`src/rtl/speicher_pkg.sv`:
```
// Shared types for the memory arbiter: FSM state encoding, grant identifiers
// and the kind of access currently in flight.
package speicher_pkg;

   typedef enum logic [1:0] {
      StIdle     = 2'd0,
      StZugriff  = 2'd1,
      StQuittung = 2'd2
   } state_e;

   // Which requester holds (or last held) the memory.
   typedef enum logic {
      GrantBefehl = 1'b0,
      GrantDaten  = 1'b1
   } grant_e;

   // Access kind; selects the acknowledge and the read-data destination.
   typedef enum logic [1:0] {
      OpBefehl    = 2'd0,
      OpLaden     = 2'd1,
      OpSpeichern = 2'd2
   } op_e;

   localparam int unsigned TimerWidth = 8;

endpackage

```
`src/rtl/speicher_zeitgeber.sv`:
```
// Timeout counter for the memory wait.
// Ports:
//   clk_i, rst_ni : clock, asynchronous active-low reset
//   clear_i       : restart counting from zero (has priority over count_i)
//   count_i       : advance by one this cycle
//   limit_i       : timeout length in cycles; zero disables the counter
//   expired_o     : counter has reached limit_i-1 (last permitted wait cycle)
module speicher_zeitgeber
   import speicher_pkg::*;
(
   input  logic                  clk_i,
   input  logic                  rst_ni,
   input  logic                  clear_i,
   input  logic                  count_i,
   input  logic [TimerWidth-1:0] limit_i,
   output logic                  expired_o
);

   logic [TimerWidth-1:0] cnt_q, cnt_d;
   logic                  enabled;

   assign enabled = (limit_i != '0);

   always_comb begin
      cnt_d = cnt_q;
      if (clear_i) begin
         cnt_d = '0;
      end else if (count_i && enabled) begin
         cnt_d = cnt_q + 1'b1;
      end
   end

   always_ff @(posedge clk_i or negedge rst_ni) begin
      if (!rst_ni) begin
         cnt_q <= '0;
      end else begin
         cnt_q <= cnt_d;
      end
   end

   assign expired_o = enabled && (cnt_q == limit_i - 1'b1);

endmodule

```
`src/rtl/speicher_arbiter.sv`:
```
// Shares one single-port memory between instruction fetch and data load/store.
// Four-phase request/acknowledge toward both requesters, round-robin on ties,
// bounded wait on the memory with a sticky timeout flag.
// Ports:
//   Clock, Reset                          : clock, asynchronous active-low reset
//   LoadBefehlSignal/BefehlAdresse        : fetch request and address
//   BefehlDaten/BefehlGeladen             : fetched word and fetch acknowledge
//   LoadDatenSignal/StoreDatenSignal      : data read / write requests
//   DatenAdresse/SchreibDaten             : data address and store data
//   LeseDaten/DatenGeladen/DatenGespeichert : loaded word, load ack, store ack
//   SpeicherAnfrage/SpeicherSchreiben     : memory request and write enable
//   SpeicherAdresse/SpeicherSchreibDaten  : memory address and write data
//   SpeicherLeseDaten/SpeicherBereit      : memory read data and completion
//   Zeitueberschreitung                   : sticky timeout error
module speicher_arbiter
   import speicher_pkg::*;
#(
   parameter int unsigned ADDR_WIDTH = 32,
   parameter int unsigned DATA_WIDTH = 32,
   parameter int unsigned TIMEOUT    = 255
) (
   input  logic                  Clock,
   input  logic                  Reset,
   input  logic                  LoadBefehlSignal,
   input  logic [ADDR_WIDTH-1:0] BefehlAdresse,
   output logic [DATA_WIDTH-1:0] BefehlDaten,
   output logic                  BefehlGeladen,
   input  logic                  LoadDatenSignal,
   input  logic                  StoreDatenSignal,
   input  logic [ADDR_WIDTH-1:0] DatenAdresse,
   input  logic [DATA_WIDTH-1:0] SchreibDaten,
   output logic [DATA_WIDTH-1:0] LeseDaten,
   output logic                  DatenGeladen,
   output logic                  DatenGespeichert,
   output logic                  SpeicherAnfrage,
   output logic                  SpeicherSchreiben,
   output logic [ADDR_WIDTH-1:0] SpeicherAdresse,
   output logic [DATA_WIDTH-1:0] SpeicherSchreibDaten,
   input  logic [DATA_WIDTH-1:0] SpeicherLeseDaten,
   input  logic                  SpeicherBereit,
   output logic                  Zeitueberschreitung
);

   localparam logic [TimerWidth-1:0] TimeoutLimit = TimerWidth'(TIMEOUT);

   state_e                state_q;
   grant_e                letzter_q;
   op_e                   op_q;
   logic [DATA_WIDTH-1:0] befehl_daten_q, lese_daten_q, schreib_daten_q;
   logic [ADDR_WIDTH-1:0] adresse_q;
   logic                  befehl_geladen_q, daten_geladen_q, daten_gespeichert_q;
   logic                  anfrage_q, schreiben_q, zeit_q;

   logic befehl_req, daten_req, pending, grant_daten, req_aktiv, abgelaufen;

   assign befehl_req = LoadBefehlSignal;
   assign daten_req  = LoadDatenSignal | StoreDatenSignal;
   assign pending    = befehl_req | daten_req;
   // Data wins when alone, or on a tie when fetch was served last.
   assign grant_daten = daten_req && (!befehl_req || (letzter_q == GrantBefehl));

   // Level of the request that owns the current acknowledge.
   always_comb begin
      req_aktiv = 1'b0;
      unique case (op_q)
         OpBefehl:    req_aktiv = LoadBefehlSignal;
         OpLaden:     req_aktiv = LoadDatenSignal;
         OpSpeichern: req_aktiv = StoreDatenSignal;
         default:     req_aktiv = 1'b0;
      endcase
   end

   speicher_zeitgeber u_zeitgeber (
      .clk_i    (Clock),
      .rst_ni   (Reset),
      .clear_i  ((state_q == StIdle) && pending),
      .count_i  ((state_q == StZugriff) && !SpeicherBereit),
      .limit_i  (TimeoutLimit),
      .expired_o(abgelaufen)
   );

   always_ff @(posedge Clock or negedge Reset) begin
      if (!Reset) begin
         state_q             <= StIdle;
         letzter_q           <= GrantDaten;
         op_q                <= OpBefehl;
         befehl_daten_q      <= '0;
         lese_daten_q        <= '0;
         schreib_daten_q     <= '0;
         adresse_q           <= '0;
         befehl_geladen_q    <= 1'b0;
         daten_geladen_q     <= 1'b0;
         daten_gespeichert_q <= 1'b0;
         anfrage_q           <= 1'b0;
         schreiben_q         <= 1'b0;
         zeit_q              <= 1'b0;
      end else begin
         unique case (state_q)
            StIdle: begin
               if (pending) begin
                  anfrage_q <= 1'b1;
                  state_q   <= StZugriff;
                  if (grant_daten) begin
                     letzter_q       <= GrantDaten;
                     adresse_q       <= DatenAdresse;
                     // Store has precedence if both data requests are high.
                     op_q            <= StoreDatenSignal ? OpSpeichern : OpLaden;
                     schreiben_q     <= StoreDatenSignal;
                     schreib_daten_q <= StoreDatenSignal ? SchreibDaten : '0;
                  end else begin
                     letzter_q       <= GrantBefehl;
                     adresse_q       <= BefehlAdresse;
                     op_q            <= OpBefehl;
                     schreiben_q     <= 1'b0;
                     schreib_daten_q <= '0;
                  end
               end
            end
            StZugriff: begin
               if (SpeicherBereit || abgelaufen) begin
                  anfrage_q <= 1'b0;
                  state_q   <= StQuittung;
                  // A timed-out read returns zero; ack anyway so nobody hangs.
                  if (!SpeicherBereit) begin
                     zeit_q <= 1'b1;
                  end
                  unique case (op_q)
                     OpBefehl: begin
                        befehl_daten_q   <= SpeicherBereit ? SpeicherLeseDaten : '0;
                        befehl_geladen_q <= 1'b1;
                     end
                     OpLaden: begin
                        lese_daten_q    <= SpeicherBereit ? SpeicherLeseDaten : '0;
                        daten_geladen_q <= 1'b1;
                     end
                     OpSpeichern: daten_gespeichert_q <= 1'b1;
                     default: ;
                  endcase
               end
            end
            StQuittung: begin
               if (!req_aktiv) begin
                  befehl_geladen_q    <= 1'b0;
                  daten_geladen_q     <= 1'b0;
                  daten_gespeichert_q <= 1'b0;
                  state_q             <= StIdle;
               end
            end
            default: state_q <= StIdle;
         endcase
      end
   end

   assign BefehlDaten          = befehl_daten_q;
   assign BefehlGeladen        = befehl_geladen_q;
   assign LeseDaten            = lese_daten_q;
   assign DatenGeladen         = daten_geladen_q;
   assign DatenGespeichert     = daten_gespeichert_q;
   assign SpeicherAnfrage      = anfrage_q;
   assign SpeicherSchreiben    = schreiben_q;
   assign SpeicherAdresse      = adresse_q;
   assign SpeicherSchreibDaten = schreib_daten_q;
   assign Zeitueberschreitung  = zeit_q;

endmodule

```
`config.mk`:
```
export PLATFORM = sky130hd
export DESIGN_NAME = speicher_arbiter
export DESIGN_NICKNAME = d
export VERILOG_FILES = /design/src/rtl/speicher_pkg.sv /design/src/rtl/speicher_zeitgeber.sv /design/src/rtl/speicher_arbiter.sv
export SDC_FILE = /design/constraint.sdc
export NUM_CORES = 1
export LEC_CHECK = 0
export ABC_AREA = 1
export CAP_MARGIN = 30
export CORE_ASPECT_RATIO = 1.75
export CORE_MARGIN = 4
export CORE_UTILIZATION = 35
export DETAILED_ROUTE_END_ITERATION = 10
export GPL_ROUTABILITY_DRIVEN = 0
export PLACE_DENSITY = 0.71
export SLEW_MARGIN = 10
export SYNTH_ARGS = -nofsm -noshare
export SYNTH_HDL_FRONTEND = slang
export SYNTH_HIERARCHICAL = 1
export SYNTH_SLANG_ARGS = --single-unit
```
`constraint.sdc`:
```
create_clock -name Clock -period 3.55 [get_ports Clock]
set_clock_uncertainty 0.1 [all_clocks]
set_input_delay 0.71 -clock Clock [delete_from_list [all_inputs] [get_ports Clock]]
set_output_delay 0.71 -clock Clock [all_outputs]
set_load 0.005 [all_outputs]
```
==> results of run 1 <==
## placed cells by master (no fill, tap or decap), drive strengths merged
master	count
a21o	1
a21oi	1
buf	12
bufinv	1
clkbuf	19
clkdlybuf4s50	266
clkinv	5
clkinvlp	3
conb	23
dfrtp	145
dfstp	1
ha	3
inv	34
nand2	285
nand3	22
nand4	3
nor2	54
o21ai	139
o21bai	2
o22ai	2
xnor2	2
xor2	7
## stage by stage
stage	util (%)	std cells	hold WS [ns]
after floorplan	-	758	0.314
after global placement	52.7	1229	0.355
after detailed placement	52.7	1229	0.359
after CTS	56.0	1261	0.106
after global routing	56.0	1261	0.133
final	56.0	1261	0.104
## critical path, cell delays in order
cell             delay [ns]
clkdlybuf4s50_1        0.52
inv_2                  0.08
nand2_2                0.10
nand2_2                0.07
inv_2                  0.35
nand2_2                0.17
nor2_4                 0.10
buf_4                  0.31
nand2_1                0.10
nand2_1                0.08
## cells in the mapped netlist, drive strengths merged, types with 2 or more instances
cell type / instances / area share (%)
nand2: 285 / 17
dfrtp: 145 / 57
o21ai: 139 / 11
nor2: 54 / 4.2
inv: 29 / 1.7
buf: 23 / 2.3
nand3: 22 / 1.7
clkbuf: 15 / 0.95
xor2: 7 / 0.97
ha: 3 / 0.59
nand4: 3 / 0.40
o21bai: 2 / 0.24
o22ai: 2 / 0.20
xnor2: 2 / 0.28
## cells by family (layout without fill, tap and decap cells)
logic type	Yosys count	after routing	synth area share, %
AND/OR/NAND/NOR	364	364	23.6
flip-flops	146	146	57.8
AO/OA/AOI/OAI	145	145	11.6
buffers and inverters	68	340	5.10
XOR/XNOR	9	9	1.25
adder cells (fa/ha/maj)	3	3	0.593
other	1	23	0.0593
## cell type report
type / instances / area, µm² / share of cell area (%)
sequential: 146 / 3650 / 37.1
tap: 231 / 289 / 2.93
multi-input combinational: 544 / 2440 / 24.7
clock buffer: 19 / 453 / 4.59
inverter: 30 / 118 / 1.19
timing repair buffer: 278 / 2780 / 28.2
clock inverter: 13 / 124 / 1.26
## state kept, by name, indices dropped and copies added, names as in the netlist
name and flops:
BefehlDaten 32, LeseDaten 32, SpeicherAdresse 32, SpeicherSchreibDaten 32, u_zeitgeber/cnt_q 8, op_q 2
state_q 2, BefehlGeladen 1, DatenGeladen 1, DatenGespeichert 1, SpeicherAnfrage 1, Zeitueberschreitung 1
letzter_q 1
## final timing paths
kind                                      startpoint                  endpoint  slack (ns)  depth (start not counted)
worst max-delay path                StoreDatenSignal  SpeicherSchreibDaten[20]        1.20                         10
worst min-delay path                           Reset       SpeicherAdresse[18]        0.10                          1
worst max register to register  u_zeitgeber/cnt_q[5]             LeseDaten[12]        1.39                         11
worst min register to register          DatenGeladen              DatenGeladen        0.37                          2
max in group asynchronous                      Reset  SpeicherSchreibDaten[12]        2.49                          2
min in group Clock                      DatenGeladen              DatenGeladen        0.37                          2
## power by group through the flow
| stage | combinational, µW | clock (µW) | sequential [µW] |
|---|---|---|---|
| finish | 3360 | 1750 | 2880 |
| global route | 3770 | 1880 | 2970 |
| CTS | 3450 | 1810 | 2880 |
| detailed placement | 3440 | 0 | 2890 |
| global placement | 3400 | 0 | 2870 |
| floorplan | 1300 | 0 | 2920 |
## metal layers
metal	vias to the layer above	part of all wire (%)	GRT usage (%)	wire length, µm
li1	2891	-	-	-
met5	-	0	0	0
met4	0	2.7	7.79	500
met2	209	52	32.5	9590
met3	23	7.7	5.41	1420
met1	2586	38	19.7	6960
==> impl_metrics.yaml, run 1 <==
run_status:
  status: "completed"
grt:
  grt_pass1_wl_um: 28600
  grt_pass1_vias: 5613
  grt_max_degree: 66
  grt_usage_pct: 18.2
  antenna_found_initial: 0
  grt_overflow: 0
sta:
  rsz0062_at_grt: "false"
  slew_violations: 0
  period_needed_ns: 2.35
  slew_headroom_pct: 58.1
  tightest_slew_ns: 0.629
  max_freq_mhz: 426
  setup_viol: 0
  period_share_pct: 66.1
  worst_slack_ns: 1.20
  finalHoldViolCount: 0
  fin_tns_setup_ns: 0
detailed_routing:
  vias_per_cell: 4.53
  wl_per_cell_um: 14.6
  drc: 0
  vias: 5709
  wl_um: 18500
  dr.pass1.iters: 6
  ant_nets: 0
  drt_iter0_markers: 230
synth:
  synth_area_um2: 6330
  synth_edf_count: 0
  yosysSeqAreaShare_pct: 57.8
  syn_inst: 736
  synthArstFlopShare_pct: 100
  synth_top_flop_cell: "dfrtp_1"
  syn_avg_cell_area_um2: 8.60
  yosysWarnings: 6
  synth-seq-cells: 146
  yosysUniqueCellTypes: 29
finish:
  fin_nets: 1154
  fillers: 1607
  antenna-diode-count: 0
  stdcell_area_um2: 9860
  area_growth_pct: 55.8
  layout-drive-gt1-share_pct: 6.89
die:
  start_util_pct: 35.9
  std_cell_rows: 64
  ioPinCount: 268
  die_y_um: 186
  core_um2: 17600
  die_area_um2: 20400
  die_w_um: 110
clocking:
  root_buffer: "clkbuf_16"
  cts_made_buffers: 17
  ctsResizeCount: 0
  clk-insertion-delay-late_ns: 0.42
  cts_tree: "yes"
  clockBufferDepth: 2
  cts.sinks: 146
  cts_setup_buffers: 0
  htreeDepth: 4
  clk_pin_slew_ns: 0.07
  hold_buffers: 0
pwr:
  p_total_uw: 7990
  powerDensity_nw_per_um2: 810
  switching_share_pct: 33.4
  power_frac_clock_pct: 21.9
  sequentialPowerShare_pct: 36.0
  pwr-share-comb_pct: 42.0
  p_leak_uw: 0.00454
  ir_worst_vdd_mv: 0.425
  internal_power_uw: 5320
  p_switching_uw: 2670
critical_path:
  cp-start-kind: "input port"
  cp.required_ns: 3.80
  worstPathArrival_ns: 2.60
  cp-end-kind: "flip-flop"
  crit_fanout: 33
  critPathKind: "input port to flip-flop"
run:
  drv_cap: 0
placement:
  portBuffers: 267
  dpl_cell_area_um2: 9280
  pre_cts_ws_ns: 0.757
  hpwl_um: 13600
min_path:
  hold_path.class: "input port to async pin"
Note: power is estimated with default switching activity, not from simulation.
==> run 2, diff against run 1 <==
- clock period: 3.55 -> 2.2 ns (I/O delays scaled with it)
==> impl_metrics.yaml, run 2 (synthesis results as in run 1) <==
pwr:
  power_frac_clock_pct: 21.2
  pwr-share-comb_pct: 43.0
  p_leak_uw: 0.00459
  p_switching_uw: 4390
  switching_share_pct: 33.9
  ir_worst_vdd_mv: 0.747
  internal_power_uw: 8580
  powerDensity_nw_per_um2: 1300
  sequentialPowerShare_pct: 35.8
die:
  start_util_pct: 35.9
  die_area_um2: 20400
  core_um2: 17600
  ioPinCount: 268
  die_y_um: 186
  die_w_um: 110
  std_cell_rows: 64
grt:
  antenna_found_initial: 0
  grt_pass1_wl_um: 29200
  grt_max_degree: 66
  grt_pass1_vias: 5868
  grt_usage_pct: 18.5
  grt_overflow: 0
critical_path:
  r2r_start: "u_zeitgeber/cnt_q[5]"
  cp-start-kind: "flip-flop"
  max_stage_delay_ns: 0.48
  critPathKind: "flip-flop to flip-flop"
  crit_family: "simple AND/OR/NAND/NOR gates"
  critPathBufInv: 2
  worstPathArrival_ns: 2.16
  cp-end-kind: "flip-flop"
  crit_fanout: 65
  cp.required_ns: 2.39
  crit_top_cell: "nor2_1"
  crit_chain: "xor2_1 > o21ai_1 > inv_1 > nor2_1 > nand3_1 > nor2_1 > nor2_2 > nor2_4 > nand3_2 > buf_12 > nand2_1 > o21ai_0"
  startpoint: "u_zeitgeber/cnt_q[5]"
  critPathSlowestCell: "dfrtp_1"
clocking:
  root_buffer: "clkbuf_16"
  htreeDepth: 4
  cts_setup_buffers: 0
  clk-insertion-delay-late_ns: 0.40
  clockBufferDepth: 2
  cts.sinks: 146
  cts_tree: "yes"
  clk_pin_slew_ns: 0.07
  cts_made_buffers: 17
finish:
  area_growth_pct: 57.5
  layout-drive-gt1-share_pct: 7.07
  mostFrequentLayoutCells: "nand2_1 (276), clkdlybuf4s50_1 (266), dfrtp_1 (145)"
  fin_nets: 1157
  post-route-util_pct: 56.6
  layout_commonest_cell: "nand2_1"
  antenna-diode-count: 0
detailed_routing:
  vias_per_cell: 4.53
  ant_nets: 0
  drt_iter0_markers: 191
  wl_per_cell_um: 14.6
  drc: 0
  vias: 5726
  dr.pass1.iters: 4
  wl_um: 18500
run:
  drv_cap: 0
sta:
  max_freq_mhz: 507
  finalHoldViolCount: 0
  period_needed_ns: 1.97
  worst_slack_ns: 0.227
  slew_violations: 0
  rsz0062_at_grt: "false"
  fin_tns_setup_ns: 0
  setup_viol: 0
  worst_hold_slack_ns: 0.370
  period_share_pct: 89.7
placement:
  portBuffers: 267
  pre_cts_ws_ns: 0.116
  hpwl_um: 13800
min_path:
  hold_path.class: "flip-flop to flip-flop"
  hp-start: "letzter_q"
run_status:
  status: "completed"
## run 2: changes by cell type in the layout (fill, tap and decap cells not counted), sizes merged
cell,delta
dlygate4sd3,+1
bufinv,-1
clkinv,-1
clkbuf,-1
inv,+3
buf,+2
## run 2: worst min-delay path: stages (launching register included)
cell,delay [ns]
dfstp_2,0.37
nand2_1,0.06
nand2_1,0.04
## run 2: final timing paths
| kind | endpoint | slack, ns | cells after the start |
|---|---|---|---|
| max in group asynchronous | u_zeitgeber/cnt_q[5] | 0.93 | 3 |
| max | LeseDaten[12] | 0.23 | 12 |
| min | letzter_q | 0.37 | 2 |
| min reg2reg | letzter_q | 0.37 | 2 |
| max reg2reg | LeseDaten[12] | 0.23 | 12 |
| min in group asynchronous | SpeicherAdresse[19] | 0.40 | 2 |
## run 2: what timing repair did
item | 4_1_cts | 5_1_grt
hold buffers | 1 | 0
gates resized for setup | 0 | 2
endpoints found under the setup margin | 0 | 17
endpoints found under the hold margin | 31 | 0
## run 2: per-stage QoR
step / area, µm² / cells / power [µW]
floorplan: 6410 / 758 / 6820
global placement: 9400 / 1231 / 10300
CTS: 9960 / 1264 / 13200
detailed placement: 9400 / 1231 / 10300
finish: 9970 / 1264 / 13000
global route: 9970 / 1264 / 14000
## run 2: cell type report
class | instances | area, µm²
Clock buffer | 18 | 439
Clock inverter | 14 | 116
Fill cell | 1591 | 7650
Inverter | 30 | 118
Multi-Input combinational cell | 544 | 2440
Sequential cell | 146 | 3650
Tap cell | 231 | 289
Timing Repair Buffer | 281 | 2910
## run 2: power groups by stage
| stage | Clock [µW] | Sequential (µW) | Combinational (µW) |
|---|---|---|---|
| floorplan | 0 | 4720 | 2100 |
| detailed placement | 0 | 4670 | 5670 |
| global route | 2970 | 4810 | 6230 |
| global placement | 0 | 4650 | 5620 |
| CTS | 2840 | 4660 | 5690 |
| finish | 2750 | 4650 | 5570 |
## run 2: per-layer routing
layer | share of wire (%) | GRT usage, %
met1 | 37 | 19.5
met2 | 51 | 33.1
met3 | 8.1 | 5.97
met4 | 3.7 | 8.44
met5 | 0 | 0
